[config.mk]
export PLATFORM = sky130hd
export DESIGN_NAME = mem_req_master
export DESIGN_NICKNAME = d
export VERILOG_FILES = /design/src/rtl/mem_pkg.sv /design/src/rtl/mem_req_master_tag_fifo.sv /design/src/rtl/mem_req_master.sv
export SDC_FILE = /design/constraint.sdc
export NUM_CORES = 1
export LEC_CHECK = 0
export BUFFER_PORTS_ARGS = -buffer_cell sky130_fd_sc_hd__buf_2
export CAP_MARGIN = 20
export CORE_MARGIN = 5
export CORE_UTILIZATION = 50
export DETAILED_ROUTE_END_ITERATION = 10
export MAX_ROUTING_LAYER = met4
export PLACE_DENSITY = 0.86
export SYNTH_ARGS = -nofsm -noshare
export SYNTH_HDL_FRONTEND = slang
export SYNTH_HIERARCHICAL = 1
export SYNTH_SLANG_ARGS = --single-unit
[constraint.sdc]
create_clock -name clk -period 3.8 [get_ports clk]
set_clock_uncertainty 0.05 [all_clocks]
set_input_delay 0.19 -clock clk [delete_from_list [all_inputs] [get_ports clk]]
set_output_delay 0.19 -clock clk [all_outputs]
set_load 0.1 [all_outputs]
[src/rtl/mem_pkg.sv]
// Shared widths and request record for the word-memory initiator and the memory itself.
package mem_pkg;

  localparam int MEM_ADDR_W  = 32;
  localparam int MEM_DATA_W  = 32;
  localparam int MEM_TAG_W   = 4;
  localparam int MEM_MAX_OUT = 4;

  typedef struct packed {
    logic                  is_store;
    logic [MEM_ADDR_W-1:0] addr;
    logic [MEM_DATA_W-1:0] wdata;
    logic [MEM_TAG_W-1:0]  tag;
  } mem_req_t;

  // Counter width able to hold 0..n inclusive.
  function automatic int cnt_w(input int n);
    return $clog2(n) + 1;
  endfunction

endpackage

[src/rtl/mem_req_master_tag_fifo.sv]
// Synchronous tag FIFO: holds the tags of issued loads until their in-order responses return.
module tag_fifo #(
  parameter int DEPTH = 4,
  parameter int W     = 4
) (
  input  logic         clk,
  input  logic         rst,
  input  logic         i_push,
  input  logic [W-1:0] i_push_data,
  input  logic         i_pop,
  input  logic         i_clear,
  output logic         o_full,
  output logic         o_empty,
  output logic [W-1:0] o_head
);

  localparam int PTR_W = $clog2(DEPTH);
  localparam int CNT_W = PTR_W + 1;

  logic [W-1:0]     r_mem [DEPTH];
  logic [PTR_W-1:0] r_wr_ptr;
  logic [PTR_W-1:0] r_rd_ptr;
  logic [CNT_W-1:0] r_count;

  logic w_push;
  logic w_pop;

  assign w_push  = i_push && !i_clear;
  assign w_pop   = i_pop && !i_clear && !o_empty;
  assign o_full  = (r_count == CNT_W'(DEPTH));
  assign o_empty = (r_count == '0);
  assign o_head  = r_mem[r_rd_ptr];

  always_ff @(posedge clk) begin
    if (w_push) begin
      r_mem[r_wr_ptr] <= i_push_data;
    end
  end

  // Pointers wrap naturally because DEPTH is a power of two.
  always_ff @(posedge clk) begin
    if (rst || i_clear) begin
      r_wr_ptr <= '0;
      r_rd_ptr <= '0;
      r_count  <= '0;
    end else begin
      if (w_push) begin
        r_wr_ptr <= r_wr_ptr + 1'b1;
      end
      if (w_pop) begin
        r_rd_ptr <= r_rd_ptr + 1'b1;
      end
      if (w_push && !w_pop) begin
        r_count <= r_count + 1'b1;
      end else if (!w_push && w_pop) begin
        r_count <= r_count - 1'b1;
      end
    end
  end

endmodule

[src/rtl/mem_req_master.sv]
// Load/store initiator for the single-port word memory: one-deep issue register,
// in-order tag matching of read responses, and squash-time dropping of in-flight loads.
module mem_req_master
  import mem_pkg::*;
#(
  parameter int ADDR_W  = MEM_ADDR_W,
  parameter int DATA_W  = MEM_DATA_W,
  parameter int TAG_W   = MEM_TAG_W,
  parameter int MAX_OUT = MEM_MAX_OUT
) (
  input  logic              clk,
  input  logic              rst,
  input  logic              req_valid,
  output logic              req_ready,
  input  logic              req_is_store,
  input  logic [ADDR_W-1:0] req_addr,
  input  logic [DATA_W-1:0] req_wdata,
  input  logic [TAG_W-1:0]  req_tag,
  input  logic              flush,
  output logic              resp_valid,
  output logic [TAG_W-1:0]  resp_tag,
  output logic [DATA_W-1:0] resp_data,
  output logic              mem_rd_valid,
  output logic [ADDR_W-1:0] mem_rd_addr,
  input  logic              mem_rd_resp,
  input  logic [DATA_W-1:0] mem_rd_data,
  output logic              mem_wr_valid,
  output logic [ADDR_W-1:0] mem_wr_addr,
  output logic [DATA_W-1:0] mem_wr_data,
  output logic              err_unexp
);

  localparam int CNT_W = cnt_w(MAX_OUT);
  localparam int SUM_W = CNT_W + 1;

  mem_req_t          r_iss;
  logic              r_iss_valid;
  logic [CNT_W-1:0]  r_inflight;
  logic [CNT_W-1:0]  r_drop_cnt;
  logic              r_resp_valid;
  logic [TAG_W-1:0]  r_resp_tag;
  logic [DATA_W-1:0] r_resp_data;
  logic              r_err_unexp;

  logic              w_pend_load;
  logic [SUM_W-1:0]  w_outstanding;
  logic              w_accept;
  logic              w_issue_rd;
  logic              w_dropping;
  logic              w_resp_unexp;
  logic              w_resp_counted;
  logic              w_pop;
  logic              w_push;
  logic              w_fifo_full;
  logic              w_fifo_empty;
  logic [TAG_W-1:0]  w_fifo_head;

  // Loads being dropped still occupy memory slots, so they count toward the limit.
  assign w_pend_load   = r_iss_valid && !r_iss.is_store;
  assign w_outstanding = SUM_W'(r_inflight) + SUM_W'(r_drop_cnt) + SUM_W'(w_pend_load);
  assign req_ready     = !flush && (w_outstanding < SUM_W'(MAX_OUT));
  assign w_accept      = req_valid && req_ready;

  // A squash in the issue cycle cancels a registered load; stores are never cancelled.
  assign w_issue_rd   = w_pend_load && !flush;
  assign mem_rd_valid = w_issue_rd;
  assign mem_rd_addr  = r_iss.addr;
  assign mem_wr_valid = r_iss_valid && r_iss.is_store;
  assign mem_wr_addr  = r_iss.addr;
  assign mem_wr_data  = r_iss.wdata;

  assign w_dropping     = (r_drop_cnt != '0);
  assign w_resp_unexp   = mem_rd_resp && !w_dropping && w_fifo_empty;
  assign w_resp_counted = mem_rd_resp && !w_resp_unexp;
  assign w_pop          = mem_rd_resp && !w_dropping && !w_fifo_empty && !flush;
  assign w_push         = w_issue_rd && (!w_fifo_full || w_pop);

  assign resp_valid = r_resp_valid;
  assign resp_tag   = r_resp_tag;
  assign resp_data  = r_resp_data;
  assign err_unexp  = r_err_unexp;

  tag_fifo #(
    .DEPTH (MAX_OUT),
    .W     (TAG_W)
  ) u_tag_fifo (
    .clk         (clk),
    .rst         (rst),
    .i_push      (w_push),
    .i_push_data (r_iss.tag),
    .i_pop       (w_pop),
    .i_clear     (flush),
    .o_full      (w_fifo_full),
    .o_empty     (w_fifo_empty),
    .o_head      (w_fifo_head)
  );

  always_ff @(posedge clk) begin
    if (rst) begin
      r_iss        <= '0;
      r_iss_valid  <= 1'b0;
      r_inflight   <= '0;
      r_drop_cnt   <= '0;
      r_resp_valid <= 1'b0;
      r_resp_tag   <= '0;
      r_resp_data  <= '0;
      r_err_unexp  <= 1'b0;
    end else begin
      r_iss_valid <= w_accept;
      if (w_accept) begin
        r_iss <= '{is_store: req_is_store, addr: req_addr, wdata: req_wdata, tag: req_tag};
      end

      r_resp_valid <= w_pop;
      if (w_pop) begin
        r_resp_tag  <= w_fifo_head;
        r_resp_data <= mem_rd_data;
      end

      if (w_resp_unexp) begin
        r_err_unexp <= 1'b1;
      end

      // Everything still owed by memory becomes a drop; a squash during dropping keeps the old debt.
      if (flush) begin
        r_inflight <= '0;
        r_drop_cnt <= r_drop_cnt + r_inflight - CNT_W'(w_resp_counted);
      end else begin
        if (w_push && !w_pop) begin
          r_inflight <= r_inflight + 1'b1;
        end else if (!w_push && w_pop) begin
          r_inflight <= r_inflight - 1'b1;
        end
        if (mem_rd_resp && w_dropping) begin
          r_drop_cnt <= r_drop_cnt - 1'b1;
        end
      end
    end
  end

endmodule
==> results of run 1 <==
-- per-layer routing --
layer  track usage (%)  wire length (um)
met5                 -                 0
met4              8.96               427
met3              7.18              1500
met2              37.5              8960
met1              27.4              7600
-- stage by stage --
stage / hold slack [ns] / util, % / worst slack, ns / cell area, um^2
final: 0.0169 / 66.9 / 0.411 / 8940
after detailed placement: 0.399 / 55.4 / 0.473 / 7400
after global routing: 0.0145 / 66.9 / 0.172 / 8940
after floorplan: 0.288 / - / 0.627 / 6860
after global placement: 0.399 / 55.4 / 0.678 / 7400
after CTS: 0.000742 / 66.7 / 0.412 / 8910
-- repair_timing --
action                                  in CTS  in global routing
hold endpoints to repair                    93                  0
hold buffers                                93                  0
endpoints found under the setup margin       0                  0
-- state kept, by name, summed over array words and instances, names as in the netlist, named ones only --
name,cells
u_tag_fifo/r_mem,16
resp_tag,4
err_unexp,1
r_drop_cnt,3
u_tag_fifo/r_rd_ptr,2
u_tag_fifo/r_wr_ptr,2
mem_wr_data,32
resp_data,32
mem_rd_addr,32
r_iss,5
resp_valid,1
r_inflight,3
u_tag_fifo/r_count,3
r_iss_valid,1
-- worst max-delay path, delay by kind of cell, from the launching register on --
kind | cells | cell delay (ns)
AND/OR/NAND/NOR | 4 | 1.16
AO/OA/AOI/OAI | 2 | 0.76
adder cells (fa/ha/maj) | 2 | 0.63
flip-flops | 1 | 0.52
XOR/XNOR | 1 | 0.16
buffers and inverters | 1 | 0.06
-- placed cells by master, fill, tap and decap left out, types with 3 or more instances in the layout --
| cell type | Yosys | routed |
|---|---|---|
| clkinv_2 | 0 | 3 |
| dfxtp_1 | 123 | 123 |
| fa_1 | 3 | 3 |
| nand2b_1 | 140 | 140 |
| and2_1 | 5 | 5 |
| o21ai_0 | 38 | 38 |
| nand3_1 | 37 | 37 |
| xor2_1 | 7 | 7 |
| dlygate4sd3_1 | 0 | 93 |
| nand2_1 | 3 | 3 |
| or2_2 | 3 | 3 |
| clkbuf_16 | 0 | 17 |
| inv_1 | 12 | 12 |
| nor2_1 | 14 | 14 |
| edfxtp_1 | 16 | 16 |
| inv_6 | 0 | 3 |
| ha_1 | 14 | 14 |
| buf_2 | 9 | 241 |
| a21oi_1 | 39 | 39 |
| buf_4 | 102 | 5 |
| mux2i_1 | 72 | 72 |
| clkinv_4 | 0 | 3 |
-- cell families (layout without fill, tap and decap cells) --
kind of cell | count (synthesis) | after routing | share of synthesized area [%]
and+or+nand+nor | 216 | 216 | 18.7
buffers and inverters | 155 | 385 | 14.6
DFF | 139 | 139 | 42.9
AOI/OAI and AO/OA | 88 | 88 | 7.19
muxes | 76 | 76 | 11.9
adders and majority gates | 17 | 17 | 3.43
xor gates and xnor gates | 9 | 9 | 1.15
other | 0 | 1 | 0
-- power groups by stage --
stage | clock (uW) | combinational [uW] | sequential, uW
final | 1610 | 1120 | 1600
after global routing | 1710 | 1170 | 1610
after CTS | 1640 | 1100 | 1600
after detailed placement | 0 | 1030 | 1630
after global placement | 0 | 1020 | 1630
after floorplan | 0 | 935 | 1640
-- layout make-up --
type	instances	area [um^2]	area share (%)
Antenna cell	1	2.50	0.0280
Clock buffer	19	433	4.84
Clock inverter	13	143	1.60
Inverter	12	45.0	0.504
Multi-Input combinational cell	406	2930	32.8
Sequential cell	139	2940	32.9
Tap cell	176	220	2.46
Timing Repair Buffer	341	2220	24.9
-- worst min-delay path by stage --
stage	startpoint	end	slack [ns]	cells past startpoint
4_1_cts	req_addr[11]	mem_rd_addr[11]	0.0007	3
3_5_place_dp	mem_rd_data[8]	resp_data[8]	0.40	3
3_3_place_gp	mem_rd_data[25]	resp_data[25]	0.40	3
5_1_grt	mem_rd_data[21]	resp_data[21]	0.01	3
2_1_floorplan	mem_rd_data[0]	resp_data[0]	0.29	2
6_report	req_addr[13]	mem_rd_addr[13]	0.02	3
==> results.sh, run 1 <==
export IMPL_synthCells=700
export IMPL_clk_path_buf_depth=2
export IMPL_start_util_pct=51.4
export IMPL_post_cts_buffers=0
export IMPL_ys_ff_latch=139
export IMPL_fillCellCount=975
export IMPL_drive_above_1_share_pct=31.0
export IMPL_first_global_vias=5678
export IMPL_r2r_start="u_tag_fifo/r_count[0]"
export IMPL_vdd_drop_max_v=0.000305
export IMPL_antenna_found_initial=1
export IMPL_drc_errors=0
export IMPL_tightest_slew_ns=0.735
export IMPL_p_per_area_nw_per_um2=485
export IMPL_portBuffers=242
export IMPL_syn_area_um2=6860
export IMPL_drv_slew=0
export IMPL_synth_top_area_share_pct=35.9
export IMPL_finalPower_uw=4330
export IMPL_r2r_end="u_tag_fifo/r_count[2]"
export IMPL_maxCapViolCount=0
export IMPL_seqPwrFrac_pct=37.0
export IMPL_dieArea_um2=16200
export IMPL_cts_root_buf="clkbuf_16"
export IMPL_critPathMaxFanout=6
export IMPL_insertion_delay_ns=0.41
export IMPL_gp_congestion=0.865
export IMPL_vias_per_cell=5.05
export IMPL_synthTopCellsByCount="nand2b_1 (140), dfxtp_1 (123), buf_4 (102), mux2i_1 (72), a21oi_1 (39)"
export IMPL_cts_resized=0
export IMPL_worstSetupPathType="flip-flop to flip-flop"
export IMPL_setup_viol=0
export IMPL_synth_top_cell_by_area="dfxtp_1"
export IMPL_avgSynthCellArea_um2=9.80
export IMPL_swShare_pct=34.8
export IMPL_placed_cells=980
export IMPL_cts_tree="done"
export IMPL_hpwlAfterDp_um=10600
export IMPL_power_frac_comb_pct=25.9
export IMPL_grt_overflow=0
export IMPL_clock_fmax_mhz=295
export IMPL_critPathSlowestCell="a211oi_1"
export IMPL_cts_max_level=4
export IMPL_clkPwrFrac_pct=37.1
export IMPL_drt_iter0_drc=235
export IMPL_grt_use_total_pct=23.3
export IMPL_synth_fp_nets=823
export IMPL_path_cells="nor3_1 -> nand4bb_1 -> a211oi_1 -> nor2b_1 -> ha_1 -> inv_1 -> fa_1 -> xor2_1 -> or3_1 -> a21oi_1"
export IMPL_slew_headroom_pct=51.0
export IMPL_grt_max_degree=153
export IMPL_critical_path_arrival_ns=3.68
export IMPL_via_count=5591
export IMPL_cp_required_ns=4.09
export IMPL_die_w_um=127
export IMPL_rsz0062_at_grt="false"
export IMPL_async_reset_ff_share_pct=0
export IMPL_layoutNonFillerInstCount=1107
export IMPL_fin_nets=1040
export IMPL_synth_edf_count=16
export IMPL_core_area_um2=13300
export IMPL_numCtsBuffers=17
export IMPL_endpoint_kind="flip-flop"
export IMPL_ys_flop_type="dfxtp_1"
export IMPL_synthToLayoutAreaGrowth_pct=30.3
export IMPL_synth_most_common_cell="nand2b_1"
export IMPL_crit_path_max_incr_delay_ns=0.62
export IMPL_hold_path_class="primary input to flip-flop"
export IMPL_finalWirelength_um=18500
export IMPL_ys_types=42
export IMPL_yosys_warnings=6
export IMPL_p_sw_uw=1510
export IMPL_die_y_um=127
export IMPL_p_leak_uw=0.00395
export IMPL_path_clk_slew_ns=0.06
export IMPL_outcome="finished clean"
export IMPL_ioPinCount=243
export IMPL_crit_end="u_tag_fifo/r_count[2]"
export IMPL_grt_pass1_wl_um=29400
export IMPL_startpoint="u_tag_fifo/r_count[0]"
export IMPL_cp_start_kind="flip-flop"
export IMPL_hold_viol_final=0
export IMPL_fin_crit_sh_pct=89.2
export IMPL_p_int_uw=2820
export IMPL_wl_per_cell_um=16.7
export IMPL_firstDrtPassIters=5
export IMPL_min_period_ns=3.39
export IMPL_synthTopCellsByArea="dfxtp_1 (36%), nand2b_1 (13%), buf_4 (11%), mux2i_1 (11%), edfxtp_1 (7.0%)"
export IMPL_ant_nets=0
export IMPL_num_rows=42
export IMPL_worstRegToRegCells=10
export IMPL_reg2reg_slack_ns=0.41
export IMPL_cts_sinks=139
export IMPL_setup_tns_ns=0
export IMPL_yosysSeqAreaShare_pct=42.9
No activity file was read; power rests on OpenSTA's default activity.
==> run 2: changes to the inputs <==
--- a/config.mk
+++ b/config.mk
@@ -12,6 +12,7 @@
 export DETAILED_ROUTE_END_ITERATION = 10
 export MAX_ROUTING_LAYER = met4
 export PLACE_DENSITY = 0.86
+export REMOVE_ABC_BUFFERS = 1
 export SYNTH_ARGS = -nofsm -noshare
 export SYNTH_HDL_FRONTEND = slang
 export SYNTH_HIERARCHICAL = 1
==> run 2 against run 1 <==
  * Die area did not move
  * Sequential share of layout area fell by 0.21 points
  * Global-route usage fell by 0.10 points
  * Largest cell class unchanged
  * Largest power group unchanged
  * Highest routed layer unchanged
==> results.sh, run 2 (synthesis gave the netlist of run 1 again) <==
export IMPL_cts_resized=0
export IMPL_insertion_delay_ns=0.42
export IMPL_tightest_slew_ns=0.641
export IMPL_finalWirelength_um=18700
export IMPL_via_count=5595
export IMPL_wl_per_cell_um=16.8
export IMPL_cts_sinks=139
export IMPL_placed_cells=985
export IMPL_p_leak_uw=0.00398
export IMPL_hold_viol_final=0
export IMPL_clock_fmax_mhz=331
export IMPL_p_per_area_nw_per_um2=496
export IMPL_setup_viol=0
export IMPL_hold_path_class="primary input to flip-flop"
export IMPL_fillCellCount=952
export IMPL_ioPinCount=243
export IMPL_portBuffers=242
export IMPL_gp_congestion=0.806
export IMPL_antenna_found_initial=0
export IMPL_min_period_ns=3.02
export IMPL_maxCapViolCount=0
export IMPL_endpoint_kind="flip-flop"
export IMPL_grt_use_total_pct=23.2
export IMPL_worstSetupPathType="flip-flop to flip-flop"
export IMPL_core_area_um2=13300
export IMPL_vdd_drop_max_v=0.000292
export IMPL_synthToLayoutAreaGrowth_pct=31.1
export IMPL_place_ws_ns=0.815
export IMPL_hpwlAfterDp_um=10800
export IMPL_die_y_um=127
export IMPL_cts_root_buf="clkbuf_16"
export IMPL_vias_per_cell=5.05
export IMPL_clk_path_buf_depth=2
export IMPL_num_rows=42
export IMPL_grt_max_degree=118
export IMPL_rsz0062_at_grt="false"
export IMPL_ant_nets=0
export IMPL_final_util_pct=67.4
export IMPL_cp_required_ns=4.10
export IMPL_die_w_um=127
export IMPL_post_cts_buffers=0
export IMPL_numCtsBuffers=17
export IMPL_first_global_vias=5783
export IMPL_final_common_cell="buf_2"
export IMPL_hold_buffers=92
export IMPL_grt_pass1_wl_um=29300
export IMPL_dieArea_um2=16200
export IMPL_cp_start_kind="flip-flop"
export IMPL_critPathMaxFanout=6
export IMPL_start_util_pct=51.4
export IMPL_diodes=0
export IMPL_fin_crit_sh_pct=79.4
export IMPL_layoutNonFillerInstCount=1109
export IMPL_final_cell_mix="buf_2 (241), nand2b_1 (140), dfxtp_1 (123)"
export IMPL_seqCellArea_um2=2940
export IMPL_critical_path_arrival_ns=3.32
export IMPL_cts_max_level=4
export IMPL_path_clk_slew_ns=0.06
export IMPL_slew_headroom_pct=57.2
export IMPL_cts_tree="done"
export IMPL_multi_input_area_um2=2930
export IMPL_firstDrtPassIters=5
export IMPL_drv_slew=0
export IMPL_fin_nets=1043
export IMPL_grt_overflow=0
export IMPL_outcome="finished clean"
export IMPL_drive_above_1_share_pct=31.5
export IMPL_drc_errors=0
export IMPL_setup_slack_ns=0.782
export IMPL_drt_iter0_drc=210
[run 2: cell count changes in the layout (fill, tap and decap cells not counted)]
cell,change
buf_16,-1
buf_4,+5
clkbuf_1,-2
clkbuf_16,+2
clkbuf_8,+2
clkinv_2,-2
clkinv_4,+1
clkinvlp_4,+1
diode_2,-1
dlygate4sd3_1,-1
inv_6,-2
[run 2: per-stage QoR]
step / cell area (um^2) / power [uW] / TNS (ns) / hold WS (ns)
global route: 8990 / 4620 / 0 / 0.0140
global placement: 7440 / 2650 / 0 / 0.393
CTS: 8990 / 4470 / 0 / 0.000436
finish: 8990 / 4460 / 0 / 0.0109
detailed placement: 7440 / 2660 / 0 / 0.398
floorplan: 5900 / 2440 / -10.70 / 0.209
[run 2: where the power goes]
part	internal (uW)	total, uW	switching, uW
clock	1080	1730	650
combinational	301	1120	823
sequential	1550	1600	50.5
total	2940	4460	1520
[run 2: critical path, cell delays in order, from the launching register on]
cell,delay (ns)
dfxtp_1,0.51
nor3_1,0.18
nand4bb_1,0.27
a211oi_1,0.26
buf_4,0.17
nor2b_1,0.25
ha_1,0.24
inv_1,0.06
fa_1,0.37
xor2_1,0.16
or3_1,0.30
a21oi_1,0.13
[run 2: final cells by class]
cell class | count | share of cell area (%)
Sequential cell | 139 | 32.7
Multi-Input combinational cell | 406 | 32.6
Timing Repair Buffer | 344 | 24.7
Clock buffer | 21 | 5.59
Tap cell | 176 | 2.45
Clock inverter | 11 | 1.46
Inverter | 12 | 0.501
[run 2: per-layer routing]
| layer | track usage (%) | up-vias | part of all wire (%) |
|---|---|---|---|
| met5 | - | - | 0 |
| met4 | 10.2 | 0 | 3.1 |
| met3 | 5.34 | 49 | 6.1 |
| met2 | 40.3 | 239 | 52 |
| met1 | 25.4 | 2623 | 39 |
| li1 | - | 2684 | - |
[run 2: path summary, 6_finish.rpt]
| check | endpoint | start | cells past startpoint | slack (ns) |
|---|---|---|---|---|
| max reg2reg | u_tag_fifo/r_count[2] | u_tag_fifo/r_count[0] | 11 | 0.78 |
| min | resp_data[23] | mem_rd_data[23] | 3 | 0.01 |
| max | u_tag_fifo/r_count[2] | u_tag_fifo/r_count[0] | 11 | 0.78 |
| min reg2reg | resp_data[13] | resp_data[13] | 2 | 0.42 |
